File: src/rtl/onehot_decoder_3_8.sv
// rtl/onehot_decoder_3_8.sv - 3-to-8 one-hot decoder with timed-pulse, gap and level-hold modes
//
// Ports:
//    clk         in   clock, rising-edge
//    rst         in   asynchronous active-high reset
//    code        in   [2:0] binary index to decode
//    code_valid  in   code/pulse_len valid this cycle
//    code_ready  out  block can accept a code this cycle (combinational)
//    pulse_len   in   [PULSE_W-1:0] high duration in cycles, 0 = level (hold) mode
//    clear       in   synchronous flush back to IDLE with y = 0
//    y           out  [7:0] registered one-hot output
//    y_valid     out  registered, equals |y
//    busy        out  high in DRIVE or GAP
//    last_code   out  [2:0] most recently accepted code
//    accept_cnt  out  [7:0] accepted-code count, wraps at 256
module onehot_decoder_3_8 #(
   parameter int PULSE_W    = 4,
   parameter int GAP_CYCLES = 1
) (
   input  logic               clk,
   input  logic               rst,
   input  logic [2:0]         code,
   input  logic               code_valid,
   output logic               code_ready,
   input  logic [PULSE_W-1:0] pulse_len,
   input  logic               clear,
   output logic [7:0]         y,
   output logic               y_valid,
   output logic               busy,
   output logic [2:0]         last_code,
   output logic [7:0]         accept_cnt
);

   localparam logic [1:0] S_IDLE  = 2'd0;
   localparam logic [1:0] S_DRIVE = 2'd1;
   localparam logic [1:0] S_GAP   = 2'd2;
   localparam logic [1:0] S_HOLD  = 2'd3;

   localparam logic [3:0]         GAP_LOAD = 4'(GAP_CYCLES);
   localparam logic [PULSE_W-1:0] CNT_ONE  = PULSE_W'(1);
   localparam logic [PULSE_W-1:0] CNT_ZERO = '0;

   logic [1:0]         r_state;
   logic [1:0]         w_state_nxt;
   logic [PULSE_W-1:0] r_cnt;
   logic [PULSE_W-1:0] w_cnt_nxt;
   logic [3:0]         r_gap;
   logic [3:0]         w_gap_nxt;
   logic [7:0]         r_y;
   logic [7:0]         w_y_nxt;
   logic               r_y_valid;
   logic [2:0]         r_last_code;
   logic [7:0]         r_accept_cnt;
   logic               w_accept;
   logic [7:0]         w_onehot;

   assign code_ready = ((r_state == S_IDLE) || (r_state == S_HOLD)) && !clear;
   assign w_accept   = code_valid && code_ready;
   assign w_onehot   = 8'b1 << code;

   always_comb begin
      w_state_nxt = r_state;
      w_cnt_nxt   = r_cnt;
      w_gap_nxt   = r_gap;
      w_y_nxt     = r_y;
      if (clear) begin
         w_state_nxt = S_IDLE;
         w_cnt_nxt   = CNT_ZERO;
         w_gap_nxt   = 4'd0;
         w_y_nxt     = 8'h00;
      end else begin
         case (r_state)
            S_IDLE, S_HOLD: begin
               // From HOLD a new accept overwrites y directly, so the output
               // never drops to zero between two held or driven codes.
               if (w_accept) begin
                  w_y_nxt = w_onehot;
                  if (pulse_len != CNT_ZERO) begin
                     w_state_nxt = S_DRIVE;
                     w_cnt_nxt   = pulse_len;
                  end else begin
                     w_state_nxt = S_HOLD;
                  end
               end
            end
            S_DRIVE: begin
               // Counter holds the cycles still to drive including this one.
               if (r_cnt <= CNT_ONE) begin
                  w_cnt_nxt   = CNT_ZERO;
                  w_y_nxt     = 8'h00;
                  w_gap_nxt   = GAP_LOAD;
                  w_state_nxt = (GAP_LOAD != 4'd0) ? S_GAP : S_IDLE;
               end else begin
                  w_cnt_nxt = r_cnt - CNT_ONE;
               end
            end
            S_GAP: begin
               w_y_nxt = 8'h00;
               if (r_gap <= 4'd1) begin
                  w_gap_nxt   = 4'd0;
                  w_state_nxt = S_IDLE;
               end else begin
                  w_gap_nxt = r_gap - 4'd1;
               end
            end
            default: begin
               w_state_nxt = S_IDLE;
               w_y_nxt     = 8'h00;
            end
         endcase
      end
   end

   always_ff @(posedge clk or posedge rst) begin
      if (rst) begin
         r_state      <= S_IDLE;
         r_cnt        <= CNT_ZERO;
         r_gap        <= 4'd0;
         r_y          <= 8'h00;
         r_y_valid    <= 1'b0;
         r_last_code  <= 3'd0;
         r_accept_cnt <= 8'd0;
      end else begin
         r_state   <= w_state_nxt;
         r_cnt     <= w_cnt_nxt;
         r_gap     <= w_gap_nxt;
         r_y       <= w_y_nxt;
         r_y_valid <= |w_y_nxt;
         if (w_accept) begin
            r_last_code  <= code;
            r_accept_cnt <= r_accept_cnt + 8'd1;
         end
      end
   end

   assign y          = r_y;
   assign y_valid    = r_y_valid;
   assign busy       = (r_state == S_DRIVE) || (r_state == S_GAP);
   assign last_code  = r_last_code;
   assign accept_cnt = r_accept_cnt;

endmodule

File: config.mk
export PLATFORM = sky130hd
export DESIGN_NAME = onehot_decoder_3_8
export DESIGN_NICKNAME = d
export VERILOG_FILES = /design/src/rtl/onehot_decoder_3_8.sv
export SDC_FILE = /design/constraint.sdc
export NUM_CORES = 1
export LEC_CHECK = 0
export BUFFER_PORTS_ARGS = -buffer_cell sky130_fd_sc_hd__buf_4
export CAP_MARGIN = 20
export CORE_MARGIN = 3
export CORE_UTILIZATION = 57
export CTS_CLUSTER_DIAMETER = 120
export CTS_CLUSTER_SIZE = 24
export DETAILED_ROUTE_END_ITERATION = 8
export GPL_TIMING_DRIVEN = 0
export PLACE_DENSITY = 0.83
export SLEW_MARGIN = 20
export SYNTH_ARGS = -nofsm -noshare
export SYNTH_HDL_FRONTEND = slang
export SYNTH_SLANG_ARGS = --single-unit
File: constraint.sdc
create_clock -name clk -period 4 [get_ports clk]
set_clock_uncertainty 0.1 [all_clocks]
set_input_delay 0.4 -clock clk [delete_from_list [all_inputs] [get_ports clk]]
set_output_delay 0.4 -clock clk [all_outputs]
set_load 0.02 [all_outputs]
==> flow_metrics.tcl <==
set metrics [dict create \
    outcome "completed" \
    grt_pass1_vias 1344 \
    antenna_found_initial 0 \
    criticalPathCategory "register to register" \
    powerDensity_mw_per_mm2 710 \
    vias 1296 \
    layout.nets 213 \
    total_power_mw 1.37 \
    syn_area_per_cell_um2 9.99 \
    ys_ff_latch 30 \
    cts_root_buf "clkbuf_4" \
    dp_cells 217 \
    grt_util_met1_pct 27.5 \
    required_ps 4110 \
    ir_drop_uv 499 \
    cts_tree "built" \
    syn-num-nets 172 \
    hpwl_um 2500 \
    drive_above_1_share_pct 22.1 \
    grt_use_met2_pct 37.7 \
    min_period_ps 2350 \
    setup-violations-final 0 \
    antenna_left 0 \
    synth_ff_type "dfrtp_1" \
    grt_usage_pct 23.0 \
    slew_headroom_pct 48.8 \
    cp_max_fo 9 \
    yosysWarnings 0 \
    die_h_um 57.9 \
    synthToLayoutAreaGrowth_pct 25.0 \
    hold_path_class "input port to register" \
    drt_iter0_markers 64 \
    setup_tns_ps 0 \
    dp_slack_ps 1740 \
    async_reset_ff_share_pct 100 \
    dieArea_mm2 0.00336 \
    netlist_instances 154 \
    synth-seq-area-share_pct 48.8 \
    syn_area_mm2 0.00154 \
    fin_crit_sh_pct 58.7 \
    maxSlewViolCount 0 \
    cts_resized 0 \
    combPwrFrac_pct 48.1 \
    synth.distinct_cells 41 \
    clkSlewWorstSetupHoldPaths_ps 90 \
    via_per_inst 5.76 \
    io_pins 33 \
    cp.arrival_ps 2460 \
    cts_buffers 5 \
    grtUsageMet3_pct 8.24 \
    initial_core_util_pct 61.0 \
    drt_wl_total_um 3390 \
    internal_power_mw 0.803 \
    synth_edf_count 0 \
    p_sw_share_pct 41.1 \
    final_hold_viol_count 0 \
    gp_congestion 0.826 \
    startpoint_type "register" \
    cts.sink_count 30 \
    final_cell_count_no_fill 225 \
    grt_pass1_wl_um 5800 \
    first_pass_iters 4 \
    maxCapViolCount 0 \
    die_w_um 57.9 \
    drcViolationCount 0 \
    multiInputGateArea_um2 716 \
    leakage_nw 0.952 \
    nFillCells 176 \
    avgRoutedWirePerCell_um 15.0 \
    yosysTopAreaCellShare_pct 48.8 \
    cts_max_level 2 \
    core_area_mm2 0.00252 \
    clkLatencyLatePin_ps 320 \
    p_sw_mw 0.562 \
    clock.fmax_ghz 0.426 \
    p_clk_share_pct 17.8 \
    seqCellArea_um2 751 \
    overflow 0 \
    setup_slack_ps 1650 \
    synth_area_leaders "dfrtp_1, ha_1, nand2_1, xnor2_1, inv_1" \
    io_buffer_count 32 \
    clockBufferDepth 2 \
    endpoint_kind "register" \
    rows 18 \
    grt_max_degree 21 \
    seq_power_share_pct 34.1 \
    grt_busiest_layer "met2" \
    n_antenna_cell 0 \
    yosysTopAreaCell "dfrtp_1" \
    rsz0062_at_grt "no" \
    worstMarginPinSlew_ps 761 \
]
==> through the flow <==
stage | hold WS [ps] | cell area, um^2 | utilization [%]
after floorplan | 372 | 1540 | -
after global placement | 364 | 1820 | 72.0
after detailed placement | 334 | 1830 | 72.6
after CTS | 233 | 1920 | 76.2
after global routing | 224 | 1920 | 76.2
final | 256 | 1920 | 76.2
==> sequential cells by signal, summed over array words and instances, names as in the netlist <==
name	cells
y	8
r_gap	4
accept_cnt	8
r_cnt	4
r_state	2
y_valid	1
last_code	3
==> cells in the mapped netlist, types with 3 or more instances <==
master / count
nand3_1: 3
xnor2_1: 6
nand2_1: 22
nor3_1: 6
nor2_1: 6
a32o_1: 4
ha_1: 7
inv_1: 12
o31ai_1: 5
a31oi_1: 3
clkbuf_1: 3
dfrtp_1: 30
nand2b_1: 3
o21ai_0: 6
==> kinds of logic (layout without fill, tap and decap cells) <==
group | after synthesis | in the layout | share of synthesized area (%)
AO/OA/AOI/OAI | 38 | 38 | 19.0
buffers and inverters | 17 | 58 | 4.64
flip-flops | 30 | 30 | 48.8
adder cells (fa/ha/maj) | 7 | 7 | 5.70
AND/OR/NAND/NOR | 54 | 54 | 17.2
XOR/XNOR | 8 | 8 | 4.56
==> final timing paths <==
path                                 endpoint  cells after the start     startpoint  slack (ps)
worst max-delay path                     y[7]                      6       r_cnt[0]        1650
worst max register to register           y[7]                      6       r_cnt[0]        1650
max in group asynchronous            r_gap[1]                      4            rst        2780
worst min-delay path                     y[1]                      2        code[0]         260
worst min register to register  accept_cnt[7]                      1  accept_cnt[7]         380
min in group asynchronous            r_cnt[3]                      3            rst         540
==> placed cells by master (no fill, tap or decap), drive strengths merged, types with 2 or more instances in the layout <==
master	count
buf	34
dfrtp	30
nand2	22
inv	13
clkbuf	9
ha	7
xnor2	6
nor3	6
nor2	6
o21ai	6
o31ai	5
a32o	4
nand3	3
nand2b	3
a31oi	3
nand3b	2
nor2b	2
nand4	2
xor2	2
o2bb2ai	2
nor4	2
a311oi	2
o41ai	2
o211a	2
or3	2
a21oi	2
==> area by class of cell <==
cell class,instances,area share [%]
clock inverters,1,1.56
inverters,13,2.54
well taps,30,1.95
multi-input cells,107,37.2
plain buffers,4,1.17
repair buffers,34,13.8
clock buffers,6,2.67
flip-flops and latches,30,39.1
==> routing by layer <==
metal	share of wire [%]	wire, um	vias up
li1	-	-	636
met1	44	1500	612
met2	48	1630	39
met3	5.6	189	9
met4	1.8	61	0
met5	0	0	-
==> worst max-delay path, cell delays in order, from the launching register on <==
cell and delay (ps):
dfrtp_1 430, inv_1 90, ha_1 190, nor2_1 100, o31ai_1 540, o22ai_1 420
a2bb2o_1 370
==> power groups by stage <==
stage | registers [mW] | clock network, mW | logic, mW
after global routing | 0.476 | 0.265 | 0.729
after floorplan | 0.514 | 0 | 0.388
after global placement | 0.465 | 0 | 0.620
final | 0.465 | 0.244 | 0.656
after detailed placement | 0.471 | 0 | 0.644
after CTS | 0.464 | 0.250 | 0.652
==> repair_timing <==
item / in CTS / in global routing
hold endpoints to repair: 10 / 0
hold buffers: 1 / 0
buffers inserted: 0 / 0
endpoints found under the setup margin: 0 / 0
(Power assumes the default switching activity.)
